### src/rtl/oak_core.sv
// oak_core: two-state (IDLE/EXEC) frame CPU with a 16-entry register file and a small data RAM.
// Define OAK_MUL_EN to turn opcode F into an unsigned multiply; otherwise opcode F is reported as illegal.
module oak_core #(
  parameter int DATA_W    = 8,
  parameter int RAM_DEPTH = 32,
  parameter int PC_W      = 8
) (
  input  logic              sysclk,
  input  logic              reset,
  input  logic              frame_valid,
  input  logic [16:0]       frame,
  output logic              frame_ready,
  output logic [DATA_W-1:0] dout,
  output logic              dout_valid,
  output logic [PC_W-1:0]   pc,
  output logic              flag_z,
  output logic              flag_c,
  output logic              illegal
);

  localparam int RAM_AW = (RAM_DEPTH > 1) ? $clog2(RAM_DEPTH) : 1;

  typedef enum logic {IDLE, EXEC} state_t;

  state_t            state;
  logic [15:0]       ir;
  logic [DATA_W-1:0] regs [16];
  logic [DATA_W-1:0] ram  [RAM_DEPTH];

  logic [3:0]        op, ra, rb, rd;
  logic [7:0]        imm8;
  logic [3:0]        off4;
  logic [RAM_AW-1:0] addr;
  logic [DATA_W-1:0] a, b, diff;
  logic [DATA_W:0]   sum;
  logic              unused_frame_lsb;

  logic [DATA_W-1:0] result;
  logic              carry, set_flags, reg_we, ram_we, is_illegal;
  logic [3:0]        reg_wa;
  logic [PC_W-1:0]   pc_next;

`ifdef OAK_MUL_EN
  logic [2*DATA_W-1:0] prod;
  assign prod = (2*DATA_W)'(a) * (2*DATA_W)'(b);
`endif

  // Bit 0 of the frame carries no information.
  assign unused_frame_lsb = frame[0];

  assign frame_ready = (state == IDLE);
  assign op   = ir[15:12];
  assign ra   = ir[11:8];
  assign rb   = ir[7:4];
  assign rd   = ir[3:0];
  assign imm8 = ir[7:0];
  assign off4 = ir[3:0];
  assign addr = imm8[RAM_AW-1:0];
  assign a    = regs[ra];
  assign b    = regs[rb];
  assign sum  = {1'b0, a} + {1'b0, b};
  assign diff = a - b;

  // Decode and execute the latched instruction; consumed only on the EXEC edge.
  always_comb begin
    result     = '0;
    carry      = 1'b0;
    set_flags  = 1'b0;
    reg_we     = 1'b0;
    reg_wa     = rd;
    ram_we     = 1'b0;
    is_illegal = 1'b0;
    pc_next    = pc + PC_W'(1);
    case (op)
      4'h0: result = '0;
      4'h1: result = a;
      4'h2: begin result = DATA_W'(imm8); reg_we = 1'b1; reg_wa = ra; end
      4'h3: begin result = sum[DATA_W-1:0]; carry = sum[DATA_W]; set_flags = 1'b1; reg_we = 1'b1; end
      4'h4: begin result = diff; carry = (a < b); set_flags = 1'b1; reg_we = 1'b1; end
      4'h5: begin result = a & b; set_flags = 1'b1; reg_we = 1'b1; end
      4'h6: begin result = a | b; set_flags = 1'b1; reg_we = 1'b1; end
      4'h7: begin result = b; reg_we = 1'b1; reg_wa = ra; end
      4'h8: begin result = ram[addr]; reg_we = 1'b1; reg_wa = ra; end
      4'h9: begin result = a; ram_we = 1'b1; end
      4'hA: begin result = a ^ b; set_flags = 1'b1; reg_we = 1'b1; end
      4'hB: begin result = diff; carry = (a < b); set_flags = 1'b1; end
      4'hC: begin pc_next = PC_W'(imm8); result = DATA_W'(pc_next); end
      4'hD: begin
        if (a != b) pc_next = pc + PC_W'($signed(off4));
        result = DATA_W'(pc_next);
      end
      4'hE: begin
        if (a == b) pc_next = pc + PC_W'($signed(off4));
        result = DATA_W'(pc_next);
      end
      4'hF: begin
`ifdef OAK_MUL_EN
        result    = prod[DATA_W-1:0];
        carry     = |prod[2*DATA_W-1:DATA_W];
        set_flags = 1'b1;
        reg_we    = 1'b1;
`else
        is_illegal = 1'b1;
`endif
      end
    endcase
  end

  // Control FSM, architectural state and registered outputs; reset aborts any EXEC in flight.
  always_ff @(posedge sysclk) begin
    if (reset) begin
      state      <= IDLE;
      ir         <= '0;
      dout       <= '0;
      dout_valid <= 1'b0;
      pc         <= '0;
      flag_z     <= 1'b0;
      flag_c     <= 1'b0;
      illegal    <= 1'b0;
      for (int i = 0; i < 16; i++) regs[i] <= '0;
    end else begin
      dout_valid <= 1'b0;
      illegal    <= 1'b0;
      case (state)
        IDLE: begin
          if (frame_valid) begin
            ir    <= frame[16:1];
            state <= EXEC;
          end
        end
        EXEC: begin
          dout       <= result;
          dout_valid <= 1'b1;
          illegal    <= is_illegal;
          pc         <= pc_next;
          if (set_flags) begin
            flag_z <= (result == '0);
            flag_c <= carry;
          end
          if (reg_we) regs[reg_wa] <= result;
          state <= IDLE;
        end
      endcase
    end
  end

  // RAM has no reset so its contents survive a reset pulse.
  always_ff @(posedge sysclk) begin
    if (!reset && state == EXEC && ram_we) ram[addr] <= a;
  end

endmodule

### config.mk
export PLATFORM = sky130hd
export DESIGN_NAME = oak_core
export DESIGN_NICKNAME = d
export VERILOG_FILES = /design/src/rtl/oak_core.sv
export SDC_FILE = /design/constraint.sdc
export NUM_CORES = 1
export LEC_CHECK = 0
export ABC_AREA = 1
export BUFFER_PORTS_ARGS = -buffer_cell sky130_fd_sc_hd__buf_2
export CAP_MARGIN = 40
export CORE_AREA = 4 4 239 241
export CTS_CLUSTER_SIZE = 8
export DETAILED_ROUTE_END_ITERATION = 8
export DIE_AREA = 0 0 243 245
export PLACE_DENSITY_LB_ADDON = 0.25
export SYNTH_ARGS = -nofsm -noshare
export SYNTH_HDL_FRONTEND = slang
export SYNTH_SLANG_ARGS = --single-unit
### constraint.sdc
create_clock -name sysclk -period 4.6 [get_ports sysclk]
set_input_delay 0.46 -clock sysclk [delete_from_list [all_inputs] [get_ports sysclk]]
set_output_delay 0.46 -clock sysclk [all_outputs]
set_load 0.005 [all_outputs]
# Word-level counts from Yosys, hierarchy flattened
# Memory sizes are Yosys's and may differ from the RTL's. A register that Yosys moved wholly into a read port is not among the register bits.
# Cells that the tools add are included.
# op_classes
add_sub_neg	4
n_lt_le_gt_ge	1
eq_ne	17
mux	30
bitwise_logic	4
n_reduce_logical	14
# ops
cell	n
$pmux W8 S11	1
$eq A4 B4 Y1 const B	8
$mux W4	6
$mux W8	3
$pmux W8 S3	1
$eq A4 B3 Y1 const B	4
$reduce_or A8 Y1	2
$mux W1	15
$mux W5	2
$add A8 B8 Y9	1
$add A8 B1 Y8 const B	1
$add A8 B8 Y8	1
$and A8 B8 Y8	1
$eq A4 B2 Y1 const B	2
$eq A8 B8 Y1	1
$logic_not A8 Y1	1
$lt A8 B8 Y1	1
$ne A8 B8 Y1	1
$or A8 B8 Y8	1
$reduce_or A2 Y1	4
$sub A8 B8 Y8	1
$xor A8 B8 Y8	1
$reduce_or A6 Y1	1
$eq A4 B1 Y1 const B	1
other kinds (6)	9
# word_totals
ff_bits	37
ramBits	384
in_bits	20
word_cells	80
n_memories	2
# mem_list
memory	words	width	read_ports	rd_ports_with_merged_regs	write_ports	line	text
ram	32	8	1	1	1	28	logic [DATA_W-1:0] ram [RAM_DEPTH];
regs	16	8	2	2	16	27	logic [DATA_W-1:0] regs [16];

# Longest topological paths before layout
# Gate-level depths: netlist (run 1).
# logic_depth
ltp_word	9
depth_mapped	25

# Least setup slack after synthesis (run 1)
# OpenSTA, ideal clock, no wires.
# synth_path
kind	reg-to-reg
start	reg with a tool-made name
end	mem regs[6][6], data pin
setup_time_ns	0.249
arrival_time_ns	3.463
t_required_ns	4.351
path_slack_ns	0.888
path_stages_with_launch	20
path_buffers	3
synth_period_minus_slack_ns	3.712
path_cell_list	dfxtp_1 -> clkbuf_1 -> inv_1 -> buf_2 -> nand3_1 -> nand3_1 -> nand2_1 -> inv_1 -> ha_1 -> nor2_1 -> nand2_1 -> nor2_4 -> nor2_1 -> o21ai_0 -> nand2_1 -> nor2_1 -> nand4_2 -> buf_2 -> nand2_1 -> inv_1
# synth_rtl
item	line
end, declared	27

==> results of run 1 <==
synthesized netlist by cell type (3+ instances only):
| cell | instances |
|---|---|
| nand4_1 | 15 |
| nand2_1 | 723 |
| buf_1 | 9 |
| clkinv_1 | 3 |
| o211ai_1 | 67 |
| a21o_1 | 3 |
| or2_2 | 10 |
| nor3_1 | 5 |
| nand3b_1 | 3 |
| buf_2 | 61 |
| nor2_4 | 4 |
| ha_1 | 32 |
| xor2_1 | 6 |
| o221ai_1 | 4 |
| or2_1 | 3 |
| nor2_2 | 16 |
| xnor2_1 | 4 |
| inv_2 | 31 |
| fa_1 | 3 |
| inv_1 | 217 |
| nand3_1 | 396 |
| dfxtp_1 | 49 |
| nand3_2 | 5 |
| nor2_1 | 240 |
| clkbuf_1 | 50 |
| o21ai_2 | 4 |
| o21ai_0 | 62 |
| a21oi_1 | 38 |
| edfxtp_1 | 384 |
state kept, by name, summed over array words and instances, names as in the netlist, 8 cells and up, named ones only:
register	flops
ram	256
pc	8
dout	8
ir	16
regs	128
worst max-delay path, stage by stage, from the launching register on:
cell	delay [ns]
dfxtp_4	0.53
inv_2	0.29
buf_4	0.26
nand2_1	0.07
nand3_1	0.06
nand3_1	0.09
nand3_1	0.15
nand2_1	0.28
inv_1	0.11
ha_1	0.33
nor2_4	0.19
nand2_2	0.13
nor2_4	0.23
nor2_1	0.09
o21ai_0	0.17
nand3_1	0.20
nor2_1	0.18
nand3_2	0.11
buf_4	0.21
nor2_1	0.11
nand3_1	0.11
a21oi_1	0.13
metal layers:
metal	track usage	vias up	part of all wire
met3	0.0425	167	0.066
li1	-	8322	-
met2	0.349	634	0.47
met5	0	-	0.00020
met4	0.101	2	0.047
met1	0.271	8286	0.42
cells by family after synthesis:
family,share of synthesized area
flops,0.574
simple gates,0.279
compound gates,0.0543
buf+inv,0.0682
xor+xnor,0.00402
fa+ha+maj,0.0211
report_power, final:
part | internal (mW) | switching [mW] | leakage (nW) | total (mW)
registers | 4.46 | 0.0623 | 4.04 | 4.52
logic | 0.503 | 1.33 | 5.17 | 1.83
clock network | 2.37 | 1.64 | 0.805 | 4.01
worst paths after layout:
path	from	end	slack [ns]	cells past startpoint
max	flip-flop	flag_z	0.44	21
min	frame[14]	ir[13]	0.11	3
max reg2reg	flip-flop	flag_z	0.44	21
min reg2reg	dout[1]	dout[1]	0.47	2
metrics by stage:
stage	instances	total power, mW	util
3_3_place_gp	3145	6.38	0.417
6_report	3242	10.4	0.449
4_1_cts	3242	10.4	0.449
3_5_place_dp	3151	6.41	0.418
5_1_grt	3242	10.8	0.449
2_1_floorplan	2468	5.68	-
final cells by class:
| type | instances | share of cell area |
|---|---|---|
| sequential | 433 | 0.508 |
| multi-input combinational | 1662 | 0.317 |
| timing repair buffer | 101 | 0.0323 |
| clock buffer | 86 | 0.0649 |
| tap | 704 | 0.0358 |
| inverter | 251 | 0.0383 |
| clock inverter | 5 | 0.00345 |
==> run_results.csv, run 1 <==
group,metric,value,unit
clock_tree,cts_tree,"yes",
placed_design,placed_area,0.0230,mm2
die,dieArea,0.0595,mm2
clock_tree,cts_htree_levels,2,
global_route,antenna_found_initial,1,
clock_tree,root_buffer,"clkbuf_16",
timing,period_needed,4.16,ns
yosys,yosysUniqueCellTypes,44,
timing,setup_viol,0,
timing,slew_violations,0,
die,pin_count,41,
yosys,synth_top_area_cell,"edfxtp_1",
finish,area_growth,13.0,%
yosys,avgSynthCellArea,8.84,um2
finish,num-nets-final,2564,
critical_path,required,5.13,ns
finish,final_area,0.0246,mm2
clock_tree,post-cts-setup-buffers,0,
yosys,yosysSeqAreaShare,0.574,
timing,slew_headroom,0.397,
placed_design,place_ws,0.566,ns
finish,seqCellArea,0.0125,mm2
critical_path,worst_setup_path_end_kind,"flip-flop",
drt,drc,0,
global_route,overflow,0,
power_and_ir_drop,cellLeakagePower,10.0,nW
critical_path,crit_type,"flip-flop to flip-flop",
clock_tree,cts_buffers,60,
clock_tree,cts_resized,0,
power_and_ir_drop,p_per_area,421,mW/mm2
clock_tree,clkTransAtPathRegs,0.05,ns
yosys,syn_area,0.0218,mm2
drt,vias,17411,
timing,tightest_slew,0.905,ns
die,die-width,243,um
hold_path,hp-class,"input pin to flip-flop",
die,core,0.0549,mm2
placed_design,post-dp-hpwl,43.1,mm
global_route,grt_pass1_wl,98.5,mm
yosys,synth-edff-count,384,
critical_path,start_kind,"flip-flop",
drt,avgViaCountPerCell,5.37,
yosys,syn_nets,2523,
placed_design,routabilityCongestion,0.941,
finish,fillCellCount,5311,
die,rows,86,
finish,insertedDiodeCount,0,
global_route,grt_max_degree,129,
clock_tree,clk_latency,0.63,ns
yosys,synth_top_area_frac,0.529,
yosys,netlist_instances,2468,
finish,layout.cells.most_common,"nand2_1",
finish,layout-drive-gt1-share,0.0961,
placed_design,placement.io_buffers,39,
yosys,yosys_warnings,0,
timing,setup-tns-final,0,ns
critical_path,cp_data_arrival_time,4.69,ns
finish,final_cell_mix,"nand2_1, nand3_1, edfxtp_1, nor2_1, inv_1",
timing,hold_violations,0,
yosys,async_reset_ff_frac,0,
die,die-height,245,um
drt,avgRoutedWirePerCell,20.0,um
drt,drt_pass1_iterations,6,
timing,whs,0.111,ns
die,initial_core_util,0.397,
yosys,ys_seq_elements,433,
critical_path,crit_fanout,22,
timing,period_share,0.904,
job,drv_cap,0,
drt,routed_wl,64.7,mm
clock_tree,clockBufferDepth,3,
yosys,synth_ff_type,"edfxtp_1",
timing,fin_worst_skew,0.0442,ns
finish,multi_input_area,0.00781,mm2
clock_tree,clock_sinks,433,
drt,drtIter0Drc,1616,
outcome,outcome,"completed",
yosys,yosys-top-cells-area,"edfxtp_1, nand2_1, nand3_1",
timing,fin_ws,0.440,ns
drt,ant_nets,0,
global_route,grt_pass1_vias,16982,
timing,max_freq,0.240,GHz
clock_tree,cts_hold_buf,0,
global_route,grt_use_total,0.212,
timing,rsz0062_at_grt,"no",
power_and_ir_drop,ir_worst_vdd,0.000296,V
Note: power is estimated with default switching activity, not from simulation.
==> inputs of run 2 (changes only) <==
Settings changed: CAP_MARGIN 40 to 10.
Clock period 4.6 ns to 5.2 ns, I/O delays scaled along.
==> run 2 against run 1 <==
Compared with the run above: count of clock-buffer cells in the layout stayed put; die area did not move; via count is 0.87% lower; non-clock buffer count decreased by 26; clock power shrank 11%; sequential cell count stayed put; register-to-register slack better by 0.29 ns; sequential power is 11% lower; first-iteration DRC count decreased by 2.3%; sequential share of layout area grew 0.61 points; global-route usage about the same.
==> run_results.csv, run 2 (synthesis results as in run 1) <==
group,metric,value,unit
outcome,outcome,"completed",
drt,drt_pass1_iterations,6,
global_route,grt_pass1_wl,98.3,mm
job,drv_cap,0,
clock_tree,cts_tree,"yes",
global_route,overflow,0,
critical_path,crit_type,"flip-flop to flip-flop",
timing,setup-tns-final,0,ns
global_route,antenna_found_initial,0,
timing,slew_headroom,0.207,
critical_path,slowest_stage,"dfxtp_1",
die,initial_core_util,0.397,
drt,routed_wl,64.5,mm
power_and_ir_drop,p_switching,2.65,mW
timing,period_share,0.860,
finish,stdcell_count,3215,
timing,period_needed,4.47,ns
clock_tree,clockBufferDepth,3,
finish,layout.cells.most_common,"nand2_1",
power_and_ir_drop,p_comb_frac,0.169,
power_and_ir_drop,cellLeakagePower,9.84,nW
die,pin_count,41,
finish,num-nets-final,2538,
clock_tree,cts_htree_levels,2,
timing,rsz0062_at_grt,"no",
timing,fin_worst_skew,0.0299,ns
finish,fin_util,0.444,
die,die-width,243,um
critical_path,critPathCapture,"flag_z",
timing,tightest_slew,1.19,ns
finish,layout-drive-gt1-share,0.0868,
drt,avgRoutedWirePerCell,20.1,um
finish,area_growth,11.6,%
global_route,grt_use_total,0.212,
finish,final_area,0.0243,mm2
critical_path,crit_fanout,20,
placed_design,placed_area,0.0226,mm2
die,dieArea,0.0595,mm2
power_and_ir_drop,ir_worst_vdd,0.000280,V
critical_path,path_depth,19,
critical_path,path_cells,"buf_4, o211ai_1, nand3_1, nand3_1, nand2_1, inv_1, ha_1, buf_4, nor2_1, nand2_1, nor2_4, nor2_1, o21ai_0, nand3_1, nor2_1, nand3_2, nor2_1, nand3_1, a21oi_1",
timing,max_freq,0.224,GHz
timing,setup_viol,0,
placed_design,dp.cells,3125,
timing,whs,0.189,ns
placed_design,post-dp-hpwl,41.4,mm
drt,drtIter0Drc,1579,
critical_path,start_kind,"flip-flop",
drt,ant_nets,0,
clock_tree,cts_hold_buf,0,
critical_path,crit_buf_inv,3,
clock_tree,clock_sinks,433,
power_and_ir_drop,p_int,6.47,mW
clock_tree,cts_resized,0,
critical_path,cpPeakStageDelay,0.67,ns
finish,top_register,"ram",
clock_tree,clk_latency,0.62,ns
global_route,grt_max_degree,117,
finish,fillCellCount,5311,
drt,vias,17260,
placed_design,placement.io_buffers,39,
finish,final_cell_mix,"nand2_1, nand3_1, edfxtp_1, nor2_1, inv_1",
drt,drc,0,
critical_path,worst_setup_path_end_kind,"flip-flop",
placed_design,routabilityCongestion,0.967,
power_and_ir_drop,p_per_area,375,mW/mm2
critical_path,required,5.73,ns
clock_tree,cts_buffers,60,
power_and_ir_drop,power.total,9.12,mW
power_and_ir_drop,netSwitchingFraction,0.291,
finish,insertedDiodeCount,0,
clock_tree,clkTransAtPathRegs,0.05,ns
global_route,grt_pass1_vias,16885,
power_and_ir_drop,p_seq_frac,0.440,
critical_path,r2r-end,"flag_z",
timing,hold_violations,0,
clock_tree,post-cts-setup-buffers,0,
critical_path,regToRegSetupSlack,0.73,ns
timing,slew_violations,0,
die,die-height,245,um
placed_design,place_ws,0.845,ns
finish,reg_top3,"ram x256, regs x128, ir x16",
hold_path,hp-class,"input pin to flip-flop",
timing,fin_ws,0.730,ns
finish,largest_reg_flops,256,
critical_path,path_delay_family,"simple AND/OR/NAND/NOR gates",
drt,avgViaCountPerCell,5.37,
critical_path,cp_data_arrival_time,5.00,ns
critical_path,r2r_cells,19,
die,rows,86,
power_and_ir_drop,clockPowerShare,0.391,
die,core,0.0549,mm2
clock_tree,root_buffer,"clkbuf_16",
run 2: cell count changes in the layout (fill, tap and decap cells not counted), moves of 2 or more:
cell and change:
clkbuf_1 -2, buf_8 -2, buf_4 -17, buf_12 -6
run 2: per-layer routing:
metal / part of all wire / global-route usage / vias up
li1: - / - / 8248
met1: 0.42 / 0.276 / 8232
met2: 0.47 / 0.357 / 623
met3: 0.064 / 0.0327 / 157
met4: 0.040 / 0.0823 / 0
met5: 0 / 0 / -
run 2: how the worst min path moves through the flow:
stage / start / end / slack, ns / cells after the start
final: reset / flag_z / 0.19 / 2
after global routing: reset / pc[0] / 0.19 / 2
after floorplan: ir[7] / flip-flop / 0.45 / 2
after detailed placement: dout[0] / dout[0] / 0.45 / 2
after CTS: frame[14] / ir[13] / 0.16 / 3
after global placement: dout[3] / dout[3] / 0.44 / 2
run 2: power by group through the flow:
| stage | sequential, mW | clock (mW) | combinational [mW] |
|---|---|---|---|
| after CTS | 4.01 | 3.62 | 1.54 |
| final | 4.01 | 3.57 | 1.54 |
| after global routing | 4.01 | 3.78 | 1.69 |
| after global placement | 4.07 | 0 | 1.51 |
| after floorplan | 4.04 | 0 | 0.990 |
| after detailed placement | 4.08 | 0 | 1.53 |
run 2: worst register-to-register path: cells and delay by family (launching register included):
| kind | cells | cell delay, ns |
|---|---|---|
| AOI/OAI and AO/OA | 3 | 0.46 |
| buffers and inverters | 3 | 0.65 |
| DFF | 1 | 0.67 |
| and+or+nand+nor | 12 | 2.34 |
| adders and majority gates | 1 | 0.29 |
run 2: area by class of cell:
type / count / area [um2] / area share
Multi-Input combinational cell: 1662 / 7810 / 0.321
Timing Repair Buffer: 75 / 490 / 0.0201
Clock buffer: 86 / 1630 / 0.0670
Inverter: 251 / 943 / 0.0388
Tap cell: 704 / 881 / 0.0362
Clock inverter: 4 / 67.6 / 0.00278
Sequential cell: 433 / 12500 / 0.514
==> inputs of run 3 (changes only) <==
Settings changed: BUFFER_PORTS_ARGS -buffer_cell sky130_fd_sc_hd__buf_2 to default, DONT_BUFFER_PORTS from default to 1, PLACE_DENSITY_LB_ADDON 0.25 to default.
==> run 3 against run 2 <==
Compared with the run above: clock skew is 0.0070 ns lower; count of clock-buffer cells in the layout is 15 higher; sequential share of layout area is 0.15 points higher; sequential cell count stayed put; first-iteration DRC count is 3.0% lower; non-clock buffer count is 30 lower; via count is 0.14% lower; hold slack worse by 0.16 ns; setup slack better by 0.031 ns; utilization is 0.13 points lower; highest routed layer unchanged.
==> run_results.csv, run 3 (synthesis results as in run 1) <==
group,metric,value,unit
critical_path,path_delay_family,"simple AND/OR/NAND/NOR gates",
timing,setup-tns-final,0,ns
timing,hold_violations,0,
timing,rsz0062_at_grt,"no",
die,die-height,245,um
placed_design,placement.io_buffers,0,
global_route,antenna_found_initial,0,
finish,reg_top3,"ram x256, regs x128, ir x16",
hold_path,holdPathEnd,"dout_valid",
clock_tree,cts_buffers,60,
timing,slew_violations,0,
timing,period_share,0.854,
critical_path,cpMostUsedCell,"nand3_1",
finish,num-nets-final,2508,
job,drv_cap,0,
global_route,overflow,0,
finish,layout-drive-gt1-share,0.0749,
finish,final_cell_mix,"nand2_1, nand3_1, edfxtp_1, nor2_1, inv_1",
finish,seqCellArea,0.0125,mm2
die,initial_core_util,0.397,
clock_tree,clock_sinks,433,
critical_path,required,5.55,ns
finish,top_register,"ram",
drt,routed_wl,63.3,mm
timing,fin_worst_skew,0.0229,ns
die,die-width,243,um
drt,avgRoutedWirePerCell,19.8,um
drt,drc,0,
die,core,0.0549,mm2
clock_tree,clkTransAtPathRegs,0.05,ns
hold_path,holdPathStages,1,
drt,drtIter0Drc,1531,
drt,ant_nets,0,
global_route,grt_max_degree,117,
outcome,outcome,"completed",
clock_tree,clk_latency,0.62,ns
clock_tree,root_buffer,"clkbuf_16",
global_route,grt_pass1_vias,16860,
critical_path,crit_type,"flip-flop to flip-flop",
critical_path,worst_setup_path_end_kind,"flip-flop",
finish,insertedDiodeCount,0,
power_and_ir_drop,cellLeakagePower,9.73,nW
timing,fin_ws,0.761,ns
clock_tree,cts_hold_buf,1,
drt,vias,17235,
global_route,grt_use_total,0.207,
finish,layout.cells.most_common,"nand2_1",
clock_tree,cts_resized,0,
finish,fillCellCount,5296,
critical_path,start_kind,"flip-flop",
timing,max_freq,0.225,GHz
placed_design,routabilityCongestion,1.00,
clock_tree,cts_htree_levels,2,
critical_path,slowest_stage,"dfxtp_2",
critical_path,cp_data_arrival_time,4.78,ns
power_and_ir_drop,ir_worst_vdd,0.000344,V
critical_path,regToRegSetupSlack,0.76,ns
timing,period_needed,4.44,ns
finish,multi_input_area,0.00781,mm2
drt,drt_pass1_iterations,5,
global_route,grt_pass1_wl,96.3,mm
power_and_ir_drop,p_per_area,380,mW/mm2
critical_path,crit_fanout,31,
clock_tree,post-cts-setup-buffers,0,
clock_tree,cts_tree,"yes",
placed_design,placed_area,0.0225,mm2
timing,setup_viol,0,
finish,area_growth,11.3,%
die,rows,86,
die,dieArea,0.0595,mm2
placed_design,post-dp-hpwl,41.2,mm
die,pin_count,41,
drt,avgViaCountPerCell,5.39,
critical_path,crit_buf_inv,4,
timing,tightest_slew,0.947,ns
critical_path,path_cells,"buf_4, or2_2, nand3_1, nand3_1, nand3_1, nand2_1, inv_1, ha_1, nor2_4, nand2_2, nor2_4, nor2_1, o21ai_0, nand3_1, nor2_1, nand4_1, clkinv_1, buf_4, nor2_1",
finish,final_area,0.0243,mm2
critical_path,r2r_cells,19,
clock_tree,clockBufferDepth,3,
hold_path,hp-start,"reset",
critical_path,r2r-end,"regs[2][7]",
timing,slew_headroom,0.368,
placed_design,place_ws,0.844,ns
critical_path,cpPeakStageDelay,0.75,ns
finish,largest_reg_flops,256,
hold_path,hp-class,"input pin to flip-flop",
## run 3: final cells by class
class                      count  area share
clock buffer                 101      0.0691
sequential                   433       0.516
timing repair buffer          45      0.0145
inverter                     251      0.0389
clock inverter                 3     0.00371
multi-input combinational   1662       0.322
tap                          704      0.0363
## run 3: worst max path at each step
stage                      end  slack [ns]  cells after the start
global placement    regs[3][7]        0.93                     19
CTS                 regs[2][7]        0.84                     19
floorplan           regs[6][6]        1.49                     19
detailed placement  regs[2][7]        0.84                     19
global route        regs[3][7]        0.43                     20
finish              regs[2][7]        0.76                     19
## run 3: power breakdown
group / internal, mW / switching (mW) / leakage [nW]
combinational: 0.398 / 1.14 / 4.85
clock: 2.22 / 1.45 / 0.836
sequential: 3.94 / 0.0697 / 4.04
## run 3: layer usage
layer  vias to the layer above  part of all wire  global-route usage
li1                       8198                 -                   -
met1                      8177              0.41               0.264
met2                       687              0.48               0.347
met3                       173             0.069              0.0359
met4                         0             0.044              0.0937
met5                         -                 0                   0
## run 3: metrics by stage
stage / power, mW / std cells / hold slack (ns) / utilization
4_1_cts: 9.26 / 3199 / 0.00412 / 0.442
2_1_floorplan: 5.03 / 2468 / 0.451 / -
6_report: 9.21 / 3199 / 0.0265 / 0.442
3_3_place_gp: 5.58 / 3094 / 0.480 / 0.410
3_5_place_dp: 5.60 / 3094 / 0.487 / 0.410
5_1_grt: 9.56 / 3199 / 0.0162 / 0.442
